<file path="src/rtl/whack_pkg.sv">
// Shared constants and state encodings for the PC-link command decoder:
// the ASCII command set, the one-byte reply codes, and the state
// encodings for the decoder FSM and the reply-slot handshake.
package whack_pkg;

    // Command bytes accepted from the PC
    localparam logic [7:0] CMD_START  = 8'h53; // 'S'
    localparam logic [7:0] CMD_HIT    = 8'h48; // 'H'
    localparam logic [7:0] CMD_PING   = 8'h50; // 'P'
    localparam logic [7:0] ASCII_CR   = 8'h0D;
    localparam logic [7:0] ASCII_LF   = 8'h0A;
    localparam logic [7:0] ASCII_ZERO = 8'h30; // '0'

    // Reply bytes sent back to the PC
    localparam logic [7:0] RPL_START  = 8'h4B; // 'K'
    localparam logic [7:0] RPL_HIT    = 8'h41; // 'A'
    localparam logic [7:0] RPL_MISS   = 8'h4E; // 'N'
    localparam logic [7:0] RPL_ERR    = 8'h3F; // '?'
    localparam logic [7:0] RPL_PING   = 8'h50; // 'P'

    typedef enum logic {
        IDLE     = 1'b0,
        WAIT_ARG = 1'b1
    } dec_state_t;

    // Reply-slot transmit handshake:
    // READY -> (tx_start) GUARD -> WAIT_HI -> (busy seen) WAIT_LO -> (busy gone) READY
    typedef enum logic [1:0] {
        SL_READY   = 2'd0,
        SL_GUARD   = 2'd1,
        SL_WAIT_HI = 2'd2,
        SL_WAIT_LO = 2'd3
    } slot_state_t;

endpackage

</file>
<file path="src/rtl/uart_resp_slot.sv">
// One-entry reply buffer feeding uart_tx. A reply is held until the
// transmitter is free, then issued with a one-cycle tx_start. uart_tx
// raises busy one cycle late, so the cycle after tx_start ignores busy,
// and the next send waits for a full busy high->low cycle.
module uart_resp_slot
    import whack_pkg::*;
(
    input  logic       clock,
    input  logic       reset,
    input  logic       load,
    input  logic [7:0] load_byte,
    input  logic       tx_busy,
    output logic       tx_start,
    output logic [7:0] tx_data
);

    slot_state_t st_q, st_d;
    logic        full_q, full_d;
    logic [7:0]  slot_q, slot_d;
    logic        tx_start_q, tx_start_d;
    logic [7:0]  tx_data_q, tx_data_d;
    logic        drain;

    // Next-state: drain before load so a same-cycle load refills the slot
    always_comb begin
        st_d       = st_q;
        full_d     = full_q;
        slot_d     = slot_q;
        tx_start_d = 1'b0;
        tx_data_d  = tx_data_q;
        drain      = full_q && (st_q == SL_READY) && !tx_busy;

        case (st_q)
            SL_GUARD:   st_d = SL_WAIT_HI;
            SL_WAIT_HI: if (tx_busy)  st_d = SL_WAIT_LO;
            SL_WAIT_LO: if (!tx_busy) st_d = SL_READY;
            default:    if (drain)    st_d = SL_GUARD;
        endcase

        if (drain) begin
            tx_start_d = 1'b1;
            tx_data_d  = slot_q;
            full_d     = 1'b0;
        end

        // A reply arriving on a full, non-draining slot is dropped
        if (load && (!full_q || drain)) begin
            slot_d = load_byte;
            full_d = 1'b1;
        end
    end

    // Slot and handshake registers
    always_ff @(posedge clock) begin
        if (reset) begin
            st_q       <= SL_READY;
            full_q     <= 1'b0;
            slot_q     <= 8'h00;
            tx_start_q <= 1'b0;
            tx_data_q  <= 8'h00;
        end else begin
            st_q       <= st_d;
            full_q     <= full_d;
            slot_q     <= slot_d;
            tx_start_q <= tx_start_d;
            tx_data_q  <= tx_data_d;
        end
    end

    assign tx_start = tx_start_q;
    assign tx_data  = tx_data_q;

endmodule

</file>
<file path="src/rtl/uart_cmd_decoder.sv">
// Receive-side command parser for the PC link. Decodes 'S' (start),
// 'H'<digit> (hit on a mole index) and 'P' (ping) from the uart_rx byte
// stream and emits registered one-cycle pulses. An 'H' frame is
// abandoned if its argument byte does not arrive within TIMEOUT_MS.
// Optional build macro CMD_ACK_EN: adds a one-byte reply per decoded
// event via uart_resp_slot; without it tx_start/tx_data are tied to 0.
module uart_cmd_decoder
    import whack_pkg::*;
#(
    parameter int CLK_HZ     = 100_000_000,
    parameter int TIMEOUT_MS = 50,
    parameter int NUM_MOLES  = 5
)
(
    input  logic                 clock,
    input  logic                 reset,
    input  logic [7:0]           rx_data,
    input  logic                 rx_ready,
    input  logic [NUM_MOLES-1:0] mole_position,
    input  logic                 game_active,
    input  logic                 tx_busy,
    output logic                 tx_start,
    output logic [7:0]           tx_data,
    output logic                 start_pulse,
    output logic                 hit_pulse,
    output logic                 miss_pulse,
    output logic                 frame_error
);

    localparam int TO_LOAD = CLK_HZ / 1000 * TIMEOUT_MS - 1;
    localparam int CNT_W   = (TO_LOAD > 0) ? $clog2(TO_LOAD + 1) : 1;
    localparam logic [CNT_W-1:0] CNT_LOAD = CNT_W'(TO_LOAD);

    dec_state_t       state_q, state_d;
    logic [CNT_W-1:0] cnt_q, cnt_d;
    logic             start_q, start_d;
    logic             hit_q, hit_d;
    logic             miss_q, miss_d;
    logic             err_q, err_d;
`ifdef CMD_ACK_EN
    logic             ping_d;
`endif

    // Argument decode: bytes below '0' wrap to large offsets and fail the range test
    logic [7:0] arg_off;
    logic       arg_ok;
    logic       mole_hit;
    assign arg_off  = rx_data - ASCII_ZERO;
    assign arg_ok   = (arg_off < 8'(NUM_MOLES));
    assign mole_hit = |(mole_position & (NUM_MOLES'(1) << arg_off));

    // Frame parser: next state, timeout counter and event pulses
    always_comb begin
        state_d = state_q;
        cnt_d   = cnt_q;
        start_d = 1'b0;
        hit_d   = 1'b0;
        miss_d  = 1'b0;
        err_d   = 1'b0;
`ifdef CMD_ACK_EN
        ping_d  = 1'b0;
`endif
        case (state_q)
            IDLE: begin
                cnt_d = '0;
                if (rx_ready) begin
                    case (rx_data)
                        CMD_START: start_d = 1'b1;
                        CMD_HIT: begin
                            state_d = WAIT_ARG;
                            cnt_d   = CNT_LOAD;
                        end
                        CMD_PING: begin
`ifdef CMD_ACK_EN
                            ping_d = 1'b1;
`endif
                        end
                        ASCII_CR, ASCII_LF: ;
                        default: err_d = 1'b1;
                    endcase
                end
            end
            default: begin
                // A byte in the expiry cycle still wins over the timeout
                if (cnt_q != '0) cnt_d = cnt_q - 1'b1;
                if (rx_ready) begin
                    state_d = IDLE;
                    if (arg_ok) begin
                        hit_d  = game_active && mole_hit;
                        miss_d = !(game_active && mole_hit);
                    end else begin
                        err_d = 1'b1;
                    end
                end else if (cnt_q == '0) begin
                    state_d = IDLE;
                    err_d   = 1'b1;
                end
            end
        endcase
    end

    // FSM, counter and registered pulse outputs
    always_ff @(posedge clock) begin
        if (reset) begin
            state_q <= IDLE;
            cnt_q   <= '0;
            start_q <= 1'b0;
            hit_q   <= 1'b0;
            miss_q  <= 1'b0;
            err_q   <= 1'b0;
        end else begin
            state_q <= state_d;
            cnt_q   <= cnt_d;
            start_q <= start_d;
            hit_q   <= hit_d;
            miss_q  <= miss_d;
            err_q   <= err_d;
        end
    end

    assign start_pulse = start_q;
    assign hit_pulse   = hit_q;
    assign miss_pulse  = miss_q;
    assign frame_error = err_q;

`ifdef CMD_ACK_EN
    logic       rpl_vld;
    logic [7:0] rpl_byte;

    // Reply selection; events are mutually exclusive so order is cosmetic
    always_comb begin
        rpl_vld  = start_d | hit_d | miss_d | err_d | ping_d;
        rpl_byte = 8'h00;
        if (start_d)     rpl_byte = RPL_START;
        else if (hit_d)  rpl_byte = RPL_HIT;
        else if (miss_d) rpl_byte = RPL_MISS;
        else if (err_d)  rpl_byte = RPL_ERR;
        else if (ping_d) rpl_byte = RPL_PING;
    end

    uart_resp_slot u_slot (
        .clock     (clock),
        .reset     (reset),
        .load      (rpl_vld),
        .load_byte (rpl_byte),
        .tx_busy   (tx_busy),
        .tx_start  (tx_start),
        .tx_data   (tx_data)
    );
`else
    // No reply path: outputs are constant 0; tx_busy is folded in only so
    // the port is consumed, the AND still reduces to a constant
    assign tx_start = 1'b0 & tx_busy;
    assign tx_data  = 8'h00;
`endif

endmodule
</file>
<file path="config.mk">
export PLATFORM = sky130hd
export DESIGN_NAME = uart_cmd_decoder
export DESIGN_NICKNAME = d
export VERILOG_FILES = /design/src/rtl/whack_pkg.sv /design/src/rtl/uart_resp_slot.sv /design/src/rtl/uart_cmd_decoder.sv
export SDC_FILE = /design/constraint.sdc
export NUM_CORES = 1
export LEC_CHECK = 0
export BUFFER_PORTS_ARGS = -buffer_cell sky130_fd_sc_hd__buf_2
export CORE_UTILIZATION = 49
export CTS_BUF_LIST = sky130_fd_sc_hd__clkbuf_8 sky130_fd_sc_hd__clkbuf_16
export DETAILED_ROUTE_END_ITERATION = 6
export PLACE_DENSITY = 0.86
export SLEW_MARGIN = 20
export SYNTH_ARGS = -nofsm -noshare
export SYNTH_HDL_FRONTEND = slang
export SYNTH_SLANG_ARGS = --single-unit
</file>
<file path="constraint.sdc">
create_clock -name clock -period 2.1 [get_ports clock]
set_clock_uncertainty 0.15 [all_clocks]
set_input_delay 0.105 -clock clock [delete_from_list [all_inputs] [get_ports clock]]
set_output_delay 0.105 -clock clock [all_outputs]
set_load 0.005 [all_outputs]
</file>
==> flow_summary.toml, run 1 <==
[yosys]
synth.cell_area_sq_um = 1640
synth_edf_count = 0
syn-mean-instance-area_sq_um = 8.20
ys_seq_elements = 28
synthFlopType = "dfxtp_1"
synth.distinct_cells = 44
seq_area_frac_synth = 0.342
synth_xor_area_frac = 0.0481
synth_top_family_by_area = "simple AND/OR/NAND/NOR gates"
synth.area.mux_share = 0.0122
synthSimpleGateAreaFrac = 0.300
synth_compound_area_frac = 0.215
synthAdderAreaFrac = 0.00763
synth_cells = 200
yosys_warnings = 0
synth-async-reset-ratio = 0

[cts]
cts_tree = "built"
clockBufferDepth = 2
worst_skew_pair.late_latency_ns = 0.27
cts_sinks = 28
clk_pin_slew_ns = 0.10
cts-root-buf = "clkbuf_8"
numCtsBuffers = 3
htreeDepth = 1

[critical_path]
endpoint_kind = "flop"
crit_fanout = 5
reg2reg_from = "cnt_q[4]$_SDFFE_PP0P_"
crit_chain = "buf_4 -> nor4_2 -> nand3b_1 -> buf_4 -> a211oi_1 -> xnor2_1 -> nor2_1"
cpPeakStageDelay_ns = 0.33
timing_worst_setup_path_type = "flop to flop"
critPathSlowestCell = "dfxtp_2"
crit_arrival_ns = 2.11
cp-start-kind = "flop"
r2r_end = "cnt_q[10]$_SDFFE_PP0P_"
r2r_slack_ns = 0.008
crit_path_frequent_cell = "buf_4"
cp.required_ns = 2.12
reg2reg_depth = 7

[min_path]
holdPathStages = 3
hold_class = "primary input to flop"
min_to = "miss_pulse$_SDFF_PP0_"
hp-start = "game_active"

[global_route]
grt_busiest_layer = "met2"
grt_remaining_overflow = 0
gr-usage-met3 = 0.0606
antenna_found_initial = 0
grt_start_max_net_pins = 16
grt.total_usage = 0.310
grt_pass1_vias = 1705
use_met1 = 0.386
use_met2 = 0.498
grt_pass1_wl_mm = 8.20

[drt]
vias = 1966
wl_per_cell_um = 19.3
drt_first_iter_violations = 182
routed_wl_mm = 5.79
antenna_left = 0
dr.pass1.iters = 6
vias_per_cell = 6.55
drc = 0

[sta]
min_period_ns = 2.09
tightest_slew_ns = 0.567
slew_headroom = 0.622
period_share = 0.996
rsz0062_at_grt = "yes"
fmax_mhz = 478
setup_violations = 0
slew_viol_final = 0
hold_viol_final = 0
tns_ns = 0

[finish]
layout-drive-gt1-share = 0.355
design_area_sq_um = 2270
antennaDiodeCount = 0
fin_util = 0.730
final_nets = 276
layout.cells.non_filler = 300
syn_to_final_growth_pct = 38.2

[run_status]
status = "finished, final reports clean"

[floorplan]
die_area_sq_um = 3580
core_sq_um = 3100
ioPinCount = 31
num_rows = 20
die_y_um = 59.8
fp.dieW_um = 59.8
initial_core_util = 0.528

[power_and_ir_drop]
p_per_area_nw_per_um2 = 426
peakVddDrop_uv = 417
p_leak_nw = 1.01
power.total_mw = 0.965

[placed_design]
dp.cells = 287
routabilityCongestion = 0.892
hpwl_mm = 3.27
port_buffers = 20
place_area_sq_um = 1970

[run]
drv_cap = 0
-- synth_stat cells (3+ instances only) --
cell type	number	area share
nor3_1	10	0.031
nor3b_1	3	0.014
nor4_1	8	0.031
nor2b_1	3	0.011
nand3_1	9	0.027
nand2_1	15	0.034
nor2_1	17	0.039
nand2b_1	5	0.019
or3_1	3	0.011
xnor2_1	5	0.027
nor4b_1	3	0.016
clkbuf_1	5	0.011
o311ai_0	4	0.021
xor2_1	4	0.021
o21ai_0	9	0.027
a21oi_1	14	0.043
nand3b_1	4	0.018
buf_4	10	0.046
a31oi_1	4	0.015
a211oi_1	3	0.014
inv_1	4	0.0092
dfxtp_1	28	0.34
-- flip-flops by register name, summed over array words and instances, names as in the netlist --
register / cells
state_q: 1
miss_pulse: 1
cnt_q: 23
hit_pulse: 1
frame_error: 1
start_pulse: 1
-- cells in the final DEF, fill, tap and decap left out, types with 3 or more instances in the layout --
cell type      Yosys  layout
o21ai_0            9       7
buf_2              0      20
nor2b_1            3       3
clkbuf_8           0       4
xnor2_1            5       4
a21oi_1           14      14
nor4_1             8       5
o21ai_1            1       3
conb_1             1       9
nand2_1           15      14
nor3_2             0       4
xor2_1             4       4
nor2_1            17      16
nand2b_1           5       5
a31oi_1            4       3
dfxtp_1           28      25
nand3_1            9       8
dlygate4sd3_1      0       5
buf_4             10      33
nor3_1            10       6
dfxtp_2            0       3
nand3b_1           4       4
-- cells by family (layout without fill, tap and decap cells) --
group	count (synthesis)	count (layout)
DFF	28	28
other	1	9
AOI/OAI and AO/OA	50	50
muxes	2	2
and+or+nand+nor	89	89
buffers and inverters	20	68
xor gates and xnor gates	9	9
adders and majority gates	1	1
-- worst max-delay path: cells and delay by family (launching register included) --
family | cells | cell delay, ns
compound gates | 1 | 0.30
flops | 1 | 0.33
buf+inv | 2 | 0.38
xor+xnor | 1 | 0.18
simple gates | 3 | 0.64
-- metrics by stage --
| stage | setup slack [ns] | hold slack (ns) |
|---|---|---|
| 3_3_place_gp | -0.0290 | 0.207 |
| 3_5_place_dp | -0.0922 | 0.212 |
| 2_1_floorplan | 0.0280 | 0.0241 |
| 4_1_cts | -0.0102 | 0.0136 |
| 5_1_grt | -0.135 | 0.0521 |
| 6_report | 0.00780 | 0.0409 |
-- cell type report --
cell class                      instances  area (sq um)
Sequential cell                        28           564
Multi-Input combinational cell        160          1160
Timing Repair Buffer                   60           420
Clock buffer                            4          55.1
Fill cell                             217           837
Tap cell                               44          55.1
Inverter                                4          15.0
-- per-layer routing --
layer | routed length, um | up-vias
met3 | 650 | 65
met4 | 459 | 0
met5 | 0 | -
met1 | 1990 | 873
met2 | 2700 | 181
li1 | - | 847
-- worst max path at each step --
| stage | start | to |
|---|---|---|
| after global placement | cnt_q[0]$_SDFFE_PP0P_ | cnt_q[21]$_SDFFE_PP0P_ |
| after detailed placement | cnt_q[0]$_SDFFE_PP0P_ | cnt_q[21]$_SDFFE_PP0P_ |
| final | cnt_q[4]$_SDFFE_PP0P_ | cnt_q[10]$_SDFFE_PP0P_ |
| after floorplan | cnt_q[0]$_SDFFE_PP0P_ | cnt_q[21]$_SDFFE_PP0P_ |
| after global routing | cnt_q[16]$_SDFFE_PP0P_ | cnt_q[15]$_SDFFE_PP0P_ |
| after CTS | cnt_q[4]$_SDFFE_PP0P_ | cnt_q[12]$_SDFFE_PP0P_ |
-- repair_timing --
item	CTS	global route
buffers inserted	0	4
resized for setup	7	27
hold endpoints to repair	4	0
pin swaps	1	10
setup endpoints to repair	7	22
hold buffers	5	0
-- report_power, final --
part	switching (mW)	internal, mW	leakage (nW)
sequential	0.00120	0.532	0.227
combinational	0.0552	0.0435	0.755
clock	0.166	0.168	0.0288
total	0.222	0.743	1.01
Power figures use the tool's default switching activity.
==> run 2: changes to the inputs <==
CORE_UTILIZATION = 55   (was 49)
HOLD_SLACK_MARGIN = 0.05   (was default)
PLACE_DENSITY = 0.9   (was 0.86)
clock period = 2.06 ns   (was 2.1 ns; I/O delays follow)
==> flow_summary.toml, run 2 (synthesis gave the netlist of run 1 again) <==
[global_route]
grt_pass1_vias = 1758
gr-usage-met3 = 0.0207
antenna_found_initial = 0
grt_remaining_overflow = 0
use_met2 = 0.539
grt.total_usage = 0.313
use_met1 = 0.418
grt_busiest_layer = "met2"
grt_pass1_wl_mm = 7.98
grt_start_max_net_pins = 15

[critical_path]
reg2reg_from = "cnt_q[4]$_SDFFE_PP0P_"
r2r_slack_ns = -0.06
cp.required_ns = 2.09
r2r_end = "cnt_q[19]$_SDFFE_PP0P_"
cp-start-kind = "flop"
crit_chain = "or4_4 -> or3_4 -> nor3_1 -> o21ai_1 -> a21oi_1"
endpoint_kind = "flop"
cpPeakStageDelay_ns = 0.57
critPathSlowestCell = "or4_4"
timing_worst_setup_path_type = "flop to flop"
crit_fanout = 6
crit_arrival_ns = 2.16
reg2reg_depth = 5

[power_and_ir_drop]
netSwitchingPower_mw = 0.226
seqPwrFrac = 0.571
peakVddDrop_uv = 447
swShare = 0.238
p_per_area_nw_per_um2 = 397
pwr-share-clk = 0.315
intPower_mw = 0.725
p_leak_nw = 1.08
combPwrFrac = 0.114

[finish]
largest_register = "cnt_q"
layout-drive-gt1-share = 0.401
antennaDiodeCount = 0
layout.cells.non_filler = 298
final_nets = 288
largest_reg_flops = 23
mostFrequentLayoutCells = "39 x buf_4, 24 x dfxtp_1, 20 x buf_2, 15 x nor2_1, 14 x nand2_1"
design_area_sq_um = 2390
syn_to_final_growth_pct = 46.1
final_common_cell = "buf_4"
fin_util = 0.861

[sta]
tightest_slew_ns = 0.541
fmax_mhz = 471
slew_viol_final = 0
min_period_ns = 2.12
tns_ns = -0.155
setup_violations = 4
fin_ws_ns = -0.0635
period_share = 1.03
slew_headroom = 0.639
hold_viol_final = 0
rsz0062_at_grt = "yes"

[cts]
numCtsBuffers = 3
htreeDepth = 1
worst_skew_pair.late_latency_ns = 0.27
clk_pin_slew_ns = 0.09
cts-root-buf = "clkbuf_8"
cts_tree = "built"
clockBufferDepth = 2
cts_sinks = 28

[drt]
drc = 0
wl_per_cell_um = 20.4
routed_wl_mm = 6.08
dr.pass1.iters = 5
antenna_left = 0
drt_first_iter_violations = 192
vias = 2033
vias_per_cell = 6.82

[run]
drv_cap = 0

[floorplan]
die_area_sq_um = 3200
ioPinCount = 31
core_sq_um = 2780
fp.dieW_um = 56.6
num_rows = 19
initial_core_util = 0.589
die_y_um = 56.6

[run_status]
status = "complete, but fails checks"
violations = "setup timing"

[min_path]
hp-start = "game_active"
holdPathStages = 3
min_to = "miss_pulse$_SDFF_PP0_"
hold_class = "primary input to flop"

[placed_design]
routabilityCongestion = 0.857
place_area_sq_um = 2010
port_buffers = 20
hpwl_mm = 3.16
dp.cells = 280
## run 2: critical path, delay by kind of cell (launching register included)
family          cells  cell delay (ns)
simple gates        3             1.19
compound gates      2             0.36
flops               1             0.33
## run 2: what timing repair did
| action | in CTS | in global routing |
|---|---|---|
| pin swaps | 1 | 12 |
| hold endpoints to repair | 4 | 0 |
| hold buffers | 8 | 0 |
| resized for setup | 5 | 44 |
| endpoints found under the setup margin | 10 | 22 |
| setup buffers | 3 | 4 |
## run 2: per-stage QoR
stage / hold slack, ns / setup slack [ns] / total power [mW]
global placement: 0.191 / -0.0576 / 0.629
global route: 0.0805 / -0.289 / 0.978
floorplan: 0.0221 / 0.00881 / 0.609
detailed placement: 0.202 / -0.106 / 0.632
CTS: 0.0511 / 0.00231 / 0.920
finish: 0.0447 / -0.0635 / 0.951
## run 2: cell type report
type | count | area (sq um)
clock buffers | 3 | 41.3
fillers | 154 | 387
repair buffers | 72 | 529
multi-input cells | 160 | 1200
well taps | 31 | 38.8
flip-flops and latches | 28 | 566
inverters | 4 | 15.0
## run 2: how the worst max path moves through the flow
stage,from,end,slack (ns),depth (start not counted)
floorplan,cnt_q[4]$_SDFFE_PP0P_,cnt_q[18]$_SDFFE_PP0P_,0.009,5
global placement,cnt_q[1]$_SDFFE_PP0P_,frame_error$_SDFF_PP0_,-0.06,8
detailed placement,cnt_q[1]$_SDFFE_PP0P_,frame_error$_SDFF_PP0_,-0.11,8
CTS,cnt_q[0]$_SDFFE_PP0P_,cnt_q[21]$_SDFFE_PP0P_,0.002,5
global route,rx_data[1],cnt_q[9]$_SDFFE_PP0P_,-0.29,9
finish,cnt_q[4]$_SDFFE_PP0P_,cnt_q[19]$_SDFFE_PP0P_,-0.06,5
## run 2: per-layer routing
| metal | wire, um | vias up |
|---|---|---|
| met5 | 0 | - |
| met4 | 311 | 0 |
| met3 | 557 | 46 |
| met2 | 2850 | 166 |
| met1 | 2360 | 951 |
| li1 | - | 870 |
## run 2: power by group through the flow
stage	sequential [mW]	clock (mW)	combinational [mW]
floorplan	0.556	0	0.0535
global placement	0.556	0	0.0737
detailed placement	0.556	0	0.0763
CTS	0.543	0.288	0.0889
global route	0.544	0.320	0.114
finish	0.543	0.300	0.108
==> run 3: changes to the inputs <==
ABC_AREA = 1   (was default)
CORE_UTILIZATION = 56   (was 55)
==> flow_summary.toml, run 3 <==
[yosys]
synth_edf_count = 0
synth_cells = 292
synth_top_cell_by_area = "dfxtp_1"
yosys-top-cells-area = "dfxtp_1 30%, nand2_1 12%, nor2_1 11%"
yosys_warnings = 0
ys_seq_elements = 28
yosysMostFrequentCell = "nand2_1"
syn-mean-instance-area_sq_um = 6.46
synth.cell_area_sq_um = 1890
synth_top_area_frac = 0.297
synth.distinct_cells = 37
seq_area_frac_synth = 0.297
synth-async-reset-ratio = 0
synthFlopType = "dfxtp_1"
netlist_top_cells_count = "59 x nand2_1, 53 x nor2_1, 36 x inv_1, 28 x dfxtp_1, 22 x nand3_1"

[power_and_ir_drop]
seqPwrFrac = 0.515
p_per_area_nw_per_um2 = 506
swShare = 0.210
pwr-share-clk = 0.409
netSwitchingPower_mw = 0.222
p_leak_nw = 1.04
intPower_mw = 0.832
power.total_mw = 1.05
peakVddDrop_uv = 702
combPwrFrac = 0.076

[critical_path]
cp.required_ns = 2.13
cpPeakStageDelay_ns = 0.55
cp-start-kind = "flop"
timing_worst_setup_path_type = "flop to flop"
crit_arrival_ns = 1.99
crit_chain = "clkinv_1 -> nor2_2 -> nand2_1 -> a21oi_1 -> dlygate4sd3_1"
crit_fanout = 8
endpoint_kind = "flop"
critPathSlowestCell = "dlygate4sd3_1"

[sta]
hold_ws_ns = 0.0595
fin_ws_ns = 0.142
hold_viol_final = 0
period_share = 0.931
min_period_ns = 1.92
fmax_mhz = 522
rsz0062_at_grt = "no"
tns_ns = 0
slew_viol_final = 0
setup_violations = 0

[global_route]
grt_pass1_wl_mm = 6.51
antenna_found_initial = 0
grt_pass1_vias = 1607
grt_start_max_net_pins = 20
grt.total_usage = 0.237
grt_remaining_overflow = 0

[finish]
seqCellArea_sq_um = 561
antennaDiodeCount = 0
final_common_cell = "nand2_1"
final_nets = 335
mostFrequentLayoutCells = "59 x nand2_1, 52 x nor2_1, 36 x inv_1, 28 x dfxtp_1, 22 x nand3_1"
largest_reg_flops = 23
largest_register = "cnt_q"
syn_to_final_growth_pct = 10.5
fillers = 279
multi_input_area_sq_um = 1110
layout-drive-gt1-share = 0.168

[cts]
clk_pin_slew_ns = 0.09
htreeDepth = 1
clockBufferDepth = 2
numCtsBuffers = 3
cts_sinks = 28
worst_skew_pair.late_latency_ns = 0.27
cts-root-buf = "clkbuf_8"
cts_tree = "built"
post_cts_buffers = 0

[placed_design]
port_buffers = 20
routabilityCongestion = 0.926
pre_cts_ws_ns = 0.225
hpwl_mm = 2.90

[drt]
drt_first_iter_violations = 79
vias_per_cell = 5.03
drc = 0
vias = 1806
routed_wl_mm = 3.81
wl_per_cell_um = 10.6
dr.pass1.iters = 4
antenna_left = 0

[floorplan]
ioPinCount = 31
die_y_um = 60.0
fp.dieW_um = 60.0
core_sq_um = 3130
initial_core_util = 0.603
die_area_sq_um = 3600
num_rows = 20

[run_status]
status = "finished, final reports clean"

[min_path]
hold_class = "primary input to flop"

[run]
drv_cap = 0
-- run 3: changes by cell type in the layout (fill, tap and decap cells not counted), sizes merged, moves of 6 or more --
cell   previous run  this run
buf              64        21
nor4              8         2
nor2             17        62
nand3             9        25
inv               4        38
nand2            15        65
-- run 3: layout make-up --
cell class                      instances  share of cell area
Clock buffer                            3              0.0198
Clock inverter                          1              0.0144
Inverter                               39              0.0703
Multi-Input combinational cell        220               0.534
Sequential cell                        28               0.269
Tap cell                               44              0.0264
Timing Repair Buffer                   24              0.0661
-- run 3: per-layer routing --
layer	part of all wire	track usage	up-vias
met2	0.48	0.408	49
met5	0	0	-
li1	-	-	958
met1	0.46	0.293	793
met4	0.014	0.0664	0
met3	0.052	0.0541	6
-- run 3: cell families (layout without fill, tap and decap cells) --
kind of cell / after synthesis / in the layout / synth area share
other: 1 / 9 / 0.00199
adder cells (fa/ha/maj): 1 / 1 / 0.00663
XOR/XNOR: 3 / 3 / 0.0139
AND/OR/NAND/NOR: 179 / 179 / 0.469
AO/OA/AOI/OAI: 28 / 28 / 0.0810
flip-flops: 28 / 28 / 0.297
buffers and inverters: 52 / 67 / 0.130
-- run 3: worst max-delay path: cells and delay by family (launching register included) --
kind / cells / cell delay, ns
AND/OR/NAND/NOR: 2 / 0.39
flip-flops: 1 / 0.34
buffers and inverters: 2 / 0.86
AO/OA/AOI/OAI: 1 / 0.13
-- run 3: stage by stage --
step           instance area [sq um]   util  std cells
2_1_floorplan                   1920      -        300
3_3_place_gp                    1980  0.633        352
3_5_place_dp                    1980  0.633        352
4_1_cts                         2080  0.665        359
5_1_grt                         2080  0.666        359
6_report                        2080  0.666        359
-- run 3: worst paths after layout --
check                         startpoint                     end  slack [ns]  cells past startpoint
setup reg to reg      state_q$_SDFF_PP0_   miss_pulse$_SDFF_PP0_        0.14                      5
hold / removal                     reset  cnt_q[11]$_SDFFE_PP0P_        0.06                      2
setup / recovery      state_q$_SDFF_PP0_   miss_pulse$_SDFF_PP0_        0.14                      5
hold reg to reg   cnt_q[16]$_SDFFE_PP0P_  cnt_q[16]$_SDFFE_PP0P_        0.35                      1
-- run 3: power groups by stage --
stage          registers [mW]  logic [mW]  clock network [mW]
2_1_floorplan           0.556      0.0609                   0
3_3_place_gp            0.556      0.0738                   0
3_5_place_dp            0.556      0.0753                   0
4_1_cts                 0.543      0.0786               0.437
5_1_grt                 0.544      0.0909               0.455
6_report                0.543      0.0797               0.431
-- run 3: what timing repair did --
item,CTS,global route
endpoints found under the hold margin,4,0
hold buffers,3,0
gates resized for setup,0,1
endpoints found under the setup margin,0,1
